## src/rtl/mem_port_arbiter_pkg.sv

```systemverilog
// Shared definitions for the unified-memory port arbiter.
// Holds the FSM state encoding, the word-size encoding driven on MemSize for
// instruction fetches, the default wait budget and the width helper used by
// the wait timer.
package mem_port_arbiter_pkg;

    typedef enum logic [1:0] {
        IDLE  = 2'd0,
        DBUSY = 2'd1,
        IBUSY = 2'd2
    } arb_state_e;

    localparam logic [1:0]  MEM_SIZE_WORD    = 2'b00;
    localparam int unsigned DEFAULT_MAX_WAIT = 32'd16;

    // Counter width able to hold the values 0..max_wait
    function automatic int unsigned wait_cnt_width(input int unsigned max_wait);
        return $clog2(max_wait + 32'd1);
    endfunction

endpackage

```

## src/rtl/mem_port_arbiter_wait_timer.sv

```systemverilog
// arb_wait_timer: counts memory wait cycles of the current transaction.
//   clk, reset : clock, synchronous active-high reset
//   clr_i      : restart the count (transaction being launched)
//   en_i       : one more cycle waited without MemReady
//   term_o     : the count stands one short of MaxWait, so a further
//                un-ready cycle exhausts the wait budget
module arb_wait_timer
    import mem_port_arbiter_pkg::*;
#(
    parameter int unsigned MaxWait = DEFAULT_MAX_WAIT
) (
    input  logic clk,
    input  logic reset,
    input  logic clr_i,
    input  logic en_i,
    output logic term_o
);

    localparam int unsigned     CntW     = wait_cnt_width(MaxWait);
    localparam logic [CntW-1:0] LAST_VAL = CntW'(MaxWait - 32'd1);
    localparam logic [CntW-1:0] MAX_VAL  = CntW'(MaxWait);

    logic [CntW-1:0] cnt_q;
    logic [CntW-1:0] cnt_d;

    // Next count: clear wins over enable, saturate at MaxWait
    always_comb begin
        cnt_d = cnt_q;
        if (clr_i) begin
            cnt_d = {CntW{1'b0}};
        end else if (en_i && (cnt_q != MAX_VAL)) begin
            cnt_d = cnt_q + CntW'(1);
        end else begin
            cnt_d = cnt_q;
        end
    end

    // Counter register
    always_ff @(posedge clk) begin
        if (reset) begin
            cnt_q <= {CntW{1'b0}};
        end else begin
            cnt_q <= cnt_d;
        end
    end

    assign term_o = (cnt_q == LAST_VAL);

endmodule

```

## src/rtl/mem_port_arbiter.sv

```systemverilog
// mem_port_arbiter: serialises Fetch (instruction read) and Memory-stage
// (data read/write) requests onto one single-ported memory, data first.
//   IReq/IAddr -> IData/IValid                 instruction port
//   DReq/DAddr/DWData/DWE/DSize/DExt -> DData/DValid   data port
//   MemReq/MemAddr/MemWData/MemWE/MemSize/MemExt, MemReady/MemRData  memory
//   Stall  : combinational pipeline freeze while a requester waits
//   BusErr : sticky flag, set when a transaction is aborted by the watchdog
// All request fields toward memory are registered and held constant for the
// whole transaction.
module mem_port_arbiter
    import mem_port_arbiter_pkg::*;
#(
    parameter int unsigned MaxWait   = DEFAULT_MAX_WAIT,
    parameter logic [31:0] AbortData = 32'h0000_0000
) (
    input  logic        clk,
    input  logic        reset,
    input  logic        IReq,
    input  logic [31:0] IAddr,
    output logic [31:0] IData,
    output logic        IValid,
    input  logic        DReq,
    input  logic [31:0] DAddr,
    input  logic [31:0] DWData,
    input  logic        DWE,
    input  logic [1:0]  DSize,
    input  logic        DExt,
    output logic [31:0] DData,
    output logic        DValid,
    output logic        MemReq,
    output logic [31:0] MemAddr,
    output logic [31:0] MemWData,
    output logic        MemWE,
    output logic [1:0]  MemSize,
    output logic        MemExt,
    input  logic        MemReady,
    input  logic [31:0] MemRData,
    output logic        Stall,
    output logic        BusErr
);

    arb_state_e  state_q,     state_d;
    logic        mem_req_q,   mem_req_d;
    logic [31:0] mem_addr_q,  mem_addr_d;
    logic [31:0] mem_wdata_q, mem_wdata_d;
    logic        mem_we_q,    mem_we_d;
    logic [1:0]  mem_size_q,  mem_size_d;
    logic        mem_ext_q,   mem_ext_d;
    logic [31:0] idata_q,     idata_d;
    logic [31:0] ddata_q,     ddata_d;
    logic        ivalid_q,    ivalid_d;
    logic        dvalid_q,    dvalid_d;
    logic        bus_err_q,   bus_err_d;

    logic d_elig_s;
    logic i_elig_s;
    logic busy_s;
    logic done_s;
    logic abort_s;
    logic timer_clr_s;
    logic timer_en_s;
    logic timer_term_s;
    logic [31:0] resp_data_s;

    // A request raised during its own Valid cycle was already served
    assign d_elig_s = DReq & ~dvalid_q;
    assign i_elig_s = IReq & ~ivalid_q;

    assign busy_s  = (state_q == DBUSY) || (state_q == IBUSY);
    assign done_s  = busy_s & MemReady;
    // MemReady in the budget-exhausting cycle counts as completion
    assign abort_s = busy_s & ~MemReady & timer_term_s;
    assign resp_data_s = MemReady ? MemRData : AbortData;

    assign timer_en_s = busy_s & ~MemReady;

    arb_wait_timer #(
        .MaxWait (MaxWait)
    ) u_wait_timer (
        .clk    (clk),
        .reset  (reset),
        .clr_i  (timer_clr_s),
        .en_i   (timer_en_s),
        .term_o (timer_term_s)
    );

    // Next-state, request-field and response logic
    always_comb begin
        state_d     = state_q;
        mem_req_d   = mem_req_q;
        mem_addr_d  = mem_addr_q;
        mem_wdata_d = mem_wdata_q;
        mem_we_d    = mem_we_q;
        mem_size_d  = mem_size_q;
        mem_ext_d   = mem_ext_q;
        idata_d     = idata_q;
        ddata_d     = ddata_q;
        ivalid_d    = 1'b0;
        dvalid_d    = 1'b0;
        bus_err_d   = bus_err_q;
        timer_clr_s = 1'b0;

        case (state_q)
            IDLE: begin
                if (d_elig_s) begin
                    mem_req_d   = 1'b1;
                    mem_addr_d  = DAddr;
                    mem_wdata_d = DWData;
                    mem_we_d    = DWE;
                    mem_size_d  = DSize;
                    mem_ext_d   = DExt;
                    timer_clr_s = 1'b1;
                    state_d     = DBUSY;
                end else if (i_elig_s) begin
                    mem_req_d   = 1'b1;
                    mem_addr_d  = IAddr;
                    mem_we_d    = 1'b0;
                    mem_size_d  = MEM_SIZE_WORD;
                    mem_ext_d   = 1'b0;
                    timer_clr_s = 1'b1;
                    state_d     = IBUSY;
                end else begin
                    state_d = IDLE;
                end
            end

            DBUSY: begin
                if (done_s || abort_s) begin
                    dvalid_d = 1'b1;
                    if (!mem_we_q) begin
                        ddata_d = resp_data_s;
                    end else begin
                        ddata_d = ddata_q;
                    end
                    if (abort_s) begin
                        bus_err_d = 1'b1;
                    end else begin
                        bus_err_d = bus_err_q;
                    end
                    // Chain a waiting fetch without dropping MemReq
                    if (i_elig_s) begin
                        mem_req_d   = 1'b1;
                        mem_addr_d  = IAddr;
                        mem_we_d    = 1'b0;
                        mem_size_d  = MEM_SIZE_WORD;
                        mem_ext_d   = 1'b0;
                        timer_clr_s = 1'b1;
                        state_d     = IBUSY;
                    end else begin
                        mem_req_d = 1'b0;
                        state_d   = IDLE;
                    end
                end else begin
                    state_d = DBUSY;
                end
            end

            IBUSY: begin
                if (done_s || abort_s) begin
                    ivalid_d  = 1'b1;
                    idata_d   = resp_data_s;
                    mem_req_d = 1'b0;
                    state_d   = IDLE;
                    if (abort_s) begin
                        bus_err_d = 1'b1;
                    end else begin
                        bus_err_d = bus_err_q;
                    end
                end else begin
                    state_d = IBUSY;
                end
            end

            default: begin
                mem_req_d = 1'b0;
                state_d   = IDLE;
            end
        endcase
    end

    // State, request and response registers
    always_ff @(posedge clk) begin
        if (reset) begin
            state_q     <= IDLE;
            mem_req_q   <= 1'b0;
            mem_addr_q  <= 32'h0000_0000;
            mem_wdata_q <= 32'h0000_0000;
            mem_we_q    <= 1'b0;
            mem_size_q  <= MEM_SIZE_WORD;
            mem_ext_q   <= 1'b0;
            idata_q     <= 32'h0000_0000;
            ddata_q     <= 32'h0000_0000;
            ivalid_q    <= 1'b0;
            dvalid_q    <= 1'b0;
            bus_err_q   <= 1'b0;
        end else begin
            state_q     <= state_d;
            mem_req_q   <= mem_req_d;
            mem_addr_q  <= mem_addr_d;
            mem_wdata_q <= mem_wdata_d;
            mem_we_q    <= mem_we_d;
            mem_size_q  <= mem_size_d;
            mem_ext_q   <= mem_ext_d;
            idata_q     <= idata_d;
            ddata_q     <= ddata_d;
            ivalid_q    <= ivalid_d;
            dvalid_q    <= dvalid_d;
            bus_err_q   <= bus_err_d;
        end
    end

    assign MemReq   = mem_req_q;
    assign MemAddr  = mem_addr_q;
    assign MemWData = mem_wdata_q;
    assign MemWE    = mem_we_q;
    assign MemSize  = mem_size_q;
    assign MemExt   = mem_ext_q;
    assign IData    = idata_q;
    assign IValid   = ivalid_q;
    assign DData    = ddata_q;
    assign DValid   = dvalid_q;
    assign BusErr   = bus_err_q;

    assign Stall = ~reset & ((DReq & ~dvalid_q) | (IReq & ~ivalid_q));

endmodule
```

## config.mk

```make
export PLATFORM = sky130hd
export DESIGN_NAME = mem_port_arbiter
export DESIGN_NICKNAME = d
export VERILOG_FILES = /design/src/rtl/mem_port_arbiter_pkg.sv /design/src/rtl/mem_port_arbiter_wait_timer.sv /design/src/rtl/mem_port_arbiter.sv
export SDC_FILE = /design/constraint.sdc
export NUM_CORES = 1
export LEC_CHECK = 0
export ABC_AREA = 1
export CAP_MARGIN = 15
export CORE_AREA = 5 5 115 144
export DETAILED_ROUTE_END_ITERATION = 12
export DIE_AREA = 0 0 120 149
export PLACE_DENSITY = 0.88
export RECOVER_POWER = 25
export SETUP_SLACK_MARGIN = 0.2
export SLEW_MARGIN = 40
export SYNTH_ARGS = -nofsm -noshare
export SYNTH_HDL_FRONTEND = slang
export SYNTH_SLANG_ARGS = --single-unit
```

## constraint.sdc

```tcl
create_clock -name clk -period 2.25 [get_ports clk]
set_input_delay 0.45 -clock clk [delete_from_list [all_inputs] [get_ports clk]]
set_output_delay 0.45 -clock clk [all_outputs]
set_load 0.05 [all_outputs]
```

==> impl_summary.txt <==
----------------------------------------------------
[Run status]
  Status ... finished, final reports clean

[Placed design]
  HPWL Detailed ... between 10,000 and 15,000 µm
  Worst slack after detailed placement ... 0.222 ns
  Total instance count after detailed placement ... 1,293
  Placer congestion estimate ... ~0.89
  PortBufs ... ~270

[Synth]
  Number of flops mapped to enable cells by yosys ... 0
  Synth Flop Type ... sky130_fd_sc_hd__dfxtp_1
  Library cell occupying the most area in the post-synthesis netlist ... sky130_fd_sc_hd__dfxtp_1
  Leading post-synthesis cells by cell area ... sky130_fd_sc_hd__dfxtp_1 46%, sky130_fd_sc_hd__nand3_1 12%, sky130_fd_sc_hd__nand2_1 11%
  Post-Syn Area ... 6210 µm²
  Synthesized area per cell ... 7.07 µm²
  Most common cell in the synthesized netlist ... sky130_fd_sc_hd__nand2_1
  Leading post-synthesis cells by instance count ... 186 x sky130_fd_sc_hd__nand2_1, 144 x sky130_fd_sc_hd__nand3_1, 143 x sky130_fd_sc_hd__dfxtp_1
  Net count after synthesis ... ~1,000
  Sequential element share of the synthesized area ... 0.461
  Gate count of the mapped netlist ... 878
  Synth async-reset ratio ... 0
  Count of synthesis-stage warnings from yosys ... 0
  Fraction of synthesized cell area taken by the top area cell type ... 0.461
  FF+latch count, synth ... approximately 140
  Synth unique cells ... 21

[Clocking]
  Clock transition at the registers of the reported paths ... 0.06 ns
  Number of buffers added by the clock tree synthesis step ... 17
  Latest clock arrival within the worst-skew pair ... 0.42 ns
  Cell at the root of the clock tree ... sky130_fd_sc_hd__clkbuf_16
  Cts hold-fix bufs ... 0
  CTS tree ... yes
  H-Tree Level Count ... 4
  Maximum number of buffers from clock root to sink ... 2
  Clock Sink Count ... 143

[Global routing]
  Leftover overflow at the end of global routing ... 0
  Maximum number of pins on one net before global-route repair ... 86
  Initial antenna violation count ... 0
  Global-route wire length before repair ... 32,800 µm
  Overall routing resource usage ... 0.230
  Number of global-route vias before repair ... 6,638

[Critical path]
  Combined buffer and inverter count along the critical path ... 1
  Ordered list of cells on the worst path ... clkdlybuf4s50_1
  Critical path launch point type ... flip-flop
  R2r setup slk ... about 0.23 ns
  Worst path top cell family by delay ... buffers and inverters
  Critical path class ... reg2out
  Endpoint kind of the worst setup timing path ... primary output
  Reg2reg end ... MemAddr[24]
  Worst stage delay on the critical path ... 0.83 ns
  Critical Path Fanout Max ... 2
  Slowest CP cell ... sky130_fd_sc_hd__clkdlybuf4s50_1
  Reg-to-reg critical path startpoint ... u_wait_timer.cnt_q[0]
  Number of cells on the worst reg-to-reg path ... 10
  Required time at the endpoint of the critical path ... ~1.8 ns
  Data arrival time at the worst-slack endpoint ... 1.57 ns

[Hold path]
  Class of the tightest hold or removal check ... reg2reg
  Worst-case hold path end point ... IData[21]
  Min-Delay Path Depth ... 2
  Hold wc startpoint ... IData[21]

[Timing]
  Final setup slack of the worst path ... 0.227 ns
  Part of the cycle the worst path needs ... 0.899
  Fin crit period ... 2.02 ns
  Measured slew at the worst slew-check pin ... 0.662 ns
  Setup repair after global routing missed its margin ... false
  # setup viols final ... 0
  Fmax achieved ... 494 MHz
  Final setup TNS ... 0 ns
  Max Transition Viols Final ... 0
  Slew margin rel. ... 0.561
  Final Skew ... 0.00945 ns
  Worst hold margin ... around 0.46 ns
  Fin. Hold Viols ... 0

[Flow run]
  Number of violations of the max-capacitance limit ... 0

[Routing]
  Routed wirelength normalized by instance count ... 16.0 µm
  Number of design-rule violations left by the first detailed-router iteration ... ~620
  Number of vias per cell after detailed routing ... 5.13
  Antenna violation net count after detailed routing ... 0
  Post-route DRC ... 0
  First-pass DRT Iterations ... 8
  Total routed wirelength ... 21,200 µm
  Via count ... 6,784

[Layout]
  Total number of nets in the final design ... 1,274
  Ant. Diodes ... 0
  Util after Layout ... 0.637
  Layout cell share with drive strength beyond 1 ... 0.0622
  Register area ... ~2900 µm²
  Multi-input logic area ... 2770 µm²
  Final Instance Count excl. Fillers ... 1,323
  Filler cells ... 1,271
  Syn-to-layout area delta ... 53.5%

[Die]
  Core Region ... between 10,000 and 15,000 µm²
  Height of the die ... about 150 µm
  Initial core utilization ... 0.415
  FP Rows ... 50
  Die Area ... 17,900 µm²
  Horizontal die dimension ... 120 µm
  Boundary Pins ... ~270

[Power]
  Leakage power ... 4.36 nW
  IR Drop Worst-Case VDD ... around 0.47 mV
  Power per cell area ... 871 nW/µm²

----------------------------------------------------
-- timing repair --
action,4_1_cts,5_1_grt
setup endpoints to repair,52,108
hold endpoints to repair,0,0
resized for setup,52,55
setup buffers,0,0
-- kinds of logic (layout without fill, tap and decap cells) --
family                   count (synthesis)  after routing  share of synthesized area
AO/OA/AOI/OAI                          164            164                      0.133
XOR/XNOR                                 2              2                    0.00282
adder cells (fa/ha/maj)                  7              7                     0.0141
buffers and inverters                  131            394                     0.0951
flip-flops                             143            143                      0.461
AND/OR/NAND/NOR                        431            431                      0.294
-- per-stage QoR --
step | area [µm²] | power (mW)
floorplan | 6210 | 4.39
global placement | 9090 | 5.23
detailed placement | 9090 | 5.27
CTS | 9700 | 8.41
global route | 9530 | 8.65
finish | 9530 | 8.30
-- worst reg2reg max path, delay by kind of cell, from the launching register on --
| kind | cells | cell delay [ns] |
|---|---|---|
| buf+inv | 2 | 0.55 |
| compound gates | 1 | 0.20 |
| flops | 1 | 0.34 |
| fa+ha+maj | 2 | 0.42 |
| simple gates | 5 | 0.43 |
-- worst max-delay path by stage --
| stage | slack, ns | start | end | cells after the start |
|---|---|---|---|---|
| 3_3_place_gp | 0.29 | MemReady | DData[13] | 10 |
| 3_5_place_dp | 0.22 | MemReady | DData[10] | 9 |
| 4_1_cts | 0.20 | DData[10] | DData[10] | 1 |
| 5_1_grt | 0.10 | u_wait_timer.cnt_q[0] | MemAddr[29] | 10 |
| 6_report | 0.23 | IData[11] | IData[11] | 1 |
| 2_1_floorplan | 0.33 | IValid | Stall | 4 |
-- report_power, final --
group / switching (mW) / internal (mW)
registers: 0.115 / 2.74
clock network: 1.06 / 2.12
logic: 1.50 / 0.764
total: 2.68 / 5.63
-- layer usage --
metal,part of all wire,GRT usage
met4,0.054,0.140
met5,0,0
met3,0.073,0.0634
met2,0.50,0.390
met1,0.37,0.254
-- registers in the layout (all words and copies together), names as in the netlist --
name	flops
MemWData	32
MemExt	1
MemWE	1
DData	32
IValid	1
MemReq	1
MemSize	2
BusErr	1
state_q	2
IData	32
MemAddr	32
DValid	1
u_wait_timer.cnt_q	5
-- cells in the final DEF, fill, tap and decap left out, types with 7 or more instances in the layout --
| master | n |
|---|---|
| sky130_fd_sc_hd__nand3_1 | 144 |
| sky130_fd_sc_hd__clkbuf_1 | 36 |
| sky130_fd_sc_hd__clkdlybuf4s50_1 | 171 |
| sky130_fd_sc_hd__dfxtp_1 | 142 |
| sky130_fd_sc_hd__o21ai_0 | 39 |
| sky130_fd_sc_hd__dlymetal6s2s_1 | 16 |
| sky130_fd_sc_hd__clkbuf_16 | 17 |
| sky130_fd_sc_hd__dlygate4sd2_1 | 50 |
| sky130_fd_sc_hd__o21ai_1 | 17 |
| sky130_fd_sc_hd__buf_4 | 18 |
| sky130_fd_sc_hd__inv_1 | 58 |
| sky130_fd_sc_hd__nand2_1 | 186 |
| sky130_fd_sc_hd__a21oi_1 | 105 |
| sky130_fd_sc_hd__ha_1 | 7 |
| sky130_fd_sc_hd__nor2_1 | 94 |
-- layout make-up --
cell class / instances / area share
clock buffer: 20 / 0.0479
clock inverter: 10 / 0.0221
inverter: 65 / 0.0256
multi-input combinational: 604 / 0.290
sequential: 143 / 0.301
tap: 182 / 0.0239
timing repair buffer: 299 / 0.289
No activity file was read; power rests on OpenSTA's default activity.
